`src/rtl/turn_sequencer.sv`:
```
// Two-player turn sequencer: alternates P1/P2 turns with a fixed handoff gap,
// enforces a per-turn timeout, counts accepted moves and ends in win/forfeit/draw.
module turn_sequencer #(
  parameter int TURN_TIMEOUT   = 8,
  parameter int HANDOFF_CYCLES = 2,
  parameter int MAX_TURNS      = 4,
  parameter int TIMER_W        = 8,
  parameter int TURN_W         = 8
) (
  input  logic               clk,
  input  logic               rst_n,
  input  logic               start,
  input  logic               p1_move,
  input  logic               p2_move,
  input  logic               win,
  output logic [2:0]         state,
  output logic [TURN_W-1:0]  turn_cnt,
  output logic [TIMER_W-1:0] timer,
  output logic               illegal
);

  // Encoding is consumed by downstream p1handed/p2handed decoders; do not reorder.
  localparam logic [2:0] S_IDLE   = 3'b000;
  localparam logic [2:0] S_P1     = 3'b001;
  localparam logic [2:0] S_H2P2   = 3'b010;
  localparam logic [2:0] S_P2     = 3'b011;
  localparam logic [2:0] S_H2P1   = 3'b100;
  localparam logic [2:0] S_P1_WIN = 3'b101;
  localparam logic [2:0] S_P2_WIN = 3'b110;
  localparam logic [2:0] S_DRAW   = 3'b111;

  localparam logic [TIMER_W-1:0] TURN_LOAD = TIMER_W'(TURN_TIMEOUT - 1);
  localparam logic [TIMER_W-1:0] HAND_LOAD = TIMER_W'(HANDOFF_CYCLES - 1);
  localparam logic [TURN_W-1:0]  MAX_CNT   = TURN_W'(MAX_TURNS);

  logic [2:0]         state_q, state_d;
  logic [TURN_W-1:0]  turn_cnt_q, turn_cnt_d;
  logic [TIMER_W-1:0] timer_q, timer_d;
  logic               illegal_q, illegal_d;
  logic [TURN_W-1:0]  turn_inc;
  logic               timer_zero;

  assign turn_inc   = turn_cnt_q + TURN_W'(1);
  assign timer_zero = (timer_q == '0);

  always_comb begin
    state_d    = state_q;
    turn_cnt_d = turn_cnt_q;
    timer_d    = timer_q;
    illegal_d  = 1'b0;
    case (state_q)
      S_P1: begin
        illegal_d = p2_move;
        // An accepted move beats a same-cycle timeout.
        if (p1_move) begin
          turn_cnt_d = turn_inc;
          timer_d    = '0;
          if (win)                    state_d = S_P1_WIN;
          else if (turn_inc == MAX_CNT) state_d = S_DRAW;
          else begin
            state_d = S_H2P2;
            timer_d = HAND_LOAD;
          end
        end else if (timer_zero) begin
          state_d = S_P2_WIN;
        end else begin
          timer_d = timer_q - TIMER_W'(1);
        end
      end
      S_P2: begin
        illegal_d = p1_move;
        if (p2_move) begin
          turn_cnt_d = turn_inc;
          timer_d    = '0;
          if (win)                    state_d = S_P2_WIN;
          else if (turn_inc == MAX_CNT) state_d = S_DRAW;
          else begin
            state_d = S_H2P1;
            timer_d = HAND_LOAD;
          end
        end else if (timer_zero) begin
          state_d = S_P1_WIN;
        end else begin
          timer_d = timer_q - TIMER_W'(1);
        end
      end
      S_H2P2, S_H2P1: begin
        illegal_d = p1_move | p2_move;
        if (timer_zero) begin
          state_d = (state_q == S_H2P2) ? S_P2 : S_P1;
          timer_d = TURN_LOAD;
        end else begin
          timer_d = timer_q - TIMER_W'(1);
        end
      end
      default: begin
        // IDLE and terminal states: only start matters.
        if (start) begin
          state_d    = S_P1;
          turn_cnt_d = '0;
          timer_d    = TURN_LOAD;
        end
      end
    endcase
  end

  always_ff @(posedge clk or negedge rst_n) begin
    if (!rst_n) begin
      state_q    <= S_IDLE;
      turn_cnt_q <= '0;
      timer_q    <= '0;
      illegal_q  <= 1'b0;
    end else begin
      state_q    <= state_d;
      turn_cnt_q <= turn_cnt_d;
      timer_q    <= timer_d;
      illegal_q  <= illegal_d;
    end
  end

  assign state    = state_q;
  assign turn_cnt = turn_cnt_q;
  assign timer    = timer_q;
  assign illegal  = illegal_q;

endmodule

```
`config.mk`:
```
export PLATFORM = sky130hd
export DESIGN_NAME = turn_sequencer
export DESIGN_NICKNAME = d
export VERILOG_FILES = /design/src/rtl/turn_sequencer.sv
export SDC_FILE = /design/constraint.sdc
export NUM_CORES = 1
export LEC_CHECK = 0
export CAP_MARGIN = 20
export CORE_MARGIN = 5
export CORE_UTILIZATION = 51
export CTS_CLUSTER_SIZE = 40
export DETAILED_ROUTE_END_ITERATION = 16
export PLACE_DENSITY = 0.86
export SLEW_MARGIN = 15
export SYNTH_ARGS = -nofsm -noshare
export SYNTH_HDL_FRONTEND = slang
export SYNTH_SLANG_ARGS = --single-unit
```
`constraint.sdc`:
```
create_clock -name clk -period 2.72 [get_ports clk]
set_input_delay 0.408 -clock clk [delete_from_list [all_inputs] [get_ports clk]]
set_output_delay 0.408 -clock clk [all_outputs]
set_load 0.05 [all_outputs]
```
==> metrics <==
number of I/O pins 26; Worst Skew 2.609 ps; CTS max path bufs 2; hpwl dp roughly 2500 microns; area leader, netlist dfrtp_1; FF+latch area around 500 sq um; Synth cell types 45; Slew @ Worst Pin between 500 and 600 ps; Finished Layout Cells 208; met1 wire length about 1500 microns; clk sinks 20; RSZ-0062 raised after global routing false; Layout area overhead 24.05%; Final Hold Fails 0; Iter 0 DRT Violations 77; worst relative slew slack about two thirds; DR DRC count 0; dpl cell area approximately 1600 sq um; top cells by area, synth dfrtp_1 37%, nand2_1 3.9%, ha_1 3.7%; cts hold-fix bufs 0; CTS tree yes; Worst Setup End Kind flip-flop; post_cts resized 0; Final Slew Violations 0; post-synthesis register bit count 20; share of cells above drive strength 1 ~9.0%; top_reg_cell synth dfrtp_1; Avg Cell Area, Syn 8.924 sq um; first-pass GRT wire length 5388 microns; Initial Utilization 53.90%; Final setup viols 0; Fillers approximately 190; area share of the largest cell type after synthesis 37.14%; net count reported at finish roughly 190; CTS H-tree lvls 1; Non-Filler Cell Area, Final about 1700 sq um; Critical Path RT about 2900 ps; core box area 2500 sq um; drt pass-1 iters 4; Post-CTS Setup Bufs 0; pin count of the biggest net entering global routing 21; number of synthesized flops with an enable pin 0; number of global-route vias before repair 1206; ys async rst share 100.0%; CTS Root Cell clkbuf_4; Post-Syn Nets between 150 and 200; Final period util approximately 85%; Die X-Extent ~60 microns; worst endpoint data arrival time between 2000 and 3000 ps; row count 18; kind of critical path flip-flop to flip-flop; worst min-delay path class input port to asynchronous set/reset pin; drt via density between 6 and 7; status complete, no violations; initial antenna violation count 0; Vias around 1300; Fin Setup TNS 0 ps; maximum vdd drop between 0.9 and 1 mV; Max Cap Violations 0; crit-path max FO 5; Power, Total between 0.002 and 0.0025 W; area of the multi-input gates roughly 800 sq um; highest metal used met4; count of input and output buffers 25; CP startpoint kind flip-flop; Ant. Diodes 0; grt ovf 0; total of warnings raised by yosys 0; clock buffer count from CTS 3; Final GP Congestion between 0.9 and 1; Reg clk slew, reported paths ~110 ps; Achievable Freq between 0.4 and 0.5 GHz; WL final between 3000 and 4000 microns; Placed Cells 204; DR WL met3 228 microns; Post-DRT Antenna Nets 0; Worst-Skew Late Latency approximately 310 ps; met2 WL between 1500 and 2000 microns; die area approximately 3800 sq um; Mapped Area 1348 sq um; Total GRT Usage roughly a fifth; Commonest cells post-synth 20 x dfrtp_1, 14 x nand2_1, 9 x nand3_1, 9 x o21ai_0; most frequent cell after synthesis dfrtp_1; sequential area share after synthesis around 37%; fin crit period between 2000 and 2500 ps; wire per inst approximately 16 microns; P per Cell Area 1243 nW/um^2; DIE HEIGHT a little over 60 microns; Mapped Cells roughly 150; Leak 0.7073 nW
## critical path, cell delays in order, from the launching register on
cell	delay [ps]
dfrtp_1	420
inv_1	120
ha_1	170
or3b_1	440
nor3_4	220
inv_2	90
ha_1	200
and3_1	180
a2bb2oi_1	130
a221oi_1	250
## cell type report
| cell class | instances | share of cell area, % |
|---|---|---|
| inverters | 9 | 2.021 |
| repair buffers | 27 | 15.87 |
| well taps | 30 | 2.246 |
| clock buffers | 4 | 2.171 |
| multi-input cells | 118 | 47.75 |
| flip-flops and latches | 20 | 29.94 |
## state kept, by name, indices dropped and copies added (netlist names)
register	flops
illegal	1
state	3
timer	8
turn_cnt	8
## stage by stage
stage / setup WS, ps / utilization (%) / hold slack, ps
after floorplan: 377.5 / - / 112.4
after global placement: 362.7 / 65.42 / 507.1
after detailed placement: 368.7 / 65.42 / 533.9
after CTS: 418.4 / 66.87 / 419.1
after global routing: 266.0 / 66.87 / 431.2
final: 411.6 / 66.87 / 414.6
## worst paths after layout
kind	slack, ps	start	depth (start not counted)	end
worst max-delay path	410	timer[0]$_DFFE_PN0N_	9	timer[0]$_DFFE_PN0N_
worst min-delay path	410	rst_n	2	turn_cnt[4]$_DFFE_PN0P_
worst max register to register	410	timer[0]$_DFFE_PN0N_	9	timer[0]$_DFFE_PN0N_
worst min register to register	550	timer[7]$_DFFE_PN0N_	2	timer[7]$_DFFE_PN0N_
max in group asynchronous	2100	rst_n	2	timer[2]$_DFFE_PN0N_
min in group clk	550	timer[7]$_DFFE_PN0N_	2	timer[7]$_DFFE_PN0N_
## per-layer routing
layer | vias up | global-route usage (%)
met3 | 5 | 5.241
met5 | - | 0
met4 | 0 | 5.455
met2 | 61 | 30.51
met1 | 642 | 25.85
li1 | 627 | -
## cell usage in the layout (no fill, tap or decap), drive strengths merged, types with 3 or more instances in the layout
master | netlist | layout
a21o | 3 | 3
a21oi | 8 | 8
o221ai | 3 | 3
nor4 | 3 | 3
nand2 | 14 | 14
nor3 | 4 | 4
nand3 | 9 | 9
nor3b | 3 | 3
clkbuf | 4 | 4
dfrtp | 20 | 20
o21ai | 10 | 10
nor2 | 8 | 8
or4 | 5 | 5
a31oi | 4 | 4
inv | 9 | 9
a22o | 3 | 3
o31ai | 4 | 4
or3 | 6 | 6
nor2b | 3 | 3
clkdlybuf4s50 | 0 | 25
ha | 4 | 4
## cell families (layout without fill, tap and decap cells)
group / count (synthesis) / in the layout / synth area share [%]
AOI/OAI and AO/OA: 44 / 44 / 22.56
DFF: 20 / 20 / 37.14
adders and majority gates: 4 / 4 / 3.714
xor gates and xnor gates: 2 / 2 / 1.300
muxes: 3 / 3 / 2.971
and+or+nand+nor: 65 / 65 / 28.69
buffers and inverters: 13 / 40 / 3.621
## power by group
group	switching (W)	internal, W	total [W]
registers	0.000169	0.000390	0.000559
clock network	0.0000942	0.0000819	0.000176
logic	0.000825	0.000518	0.00134
total	0.00109	0.000990	0.00208
No activity file was read; power rests on OpenSTA's default activity.
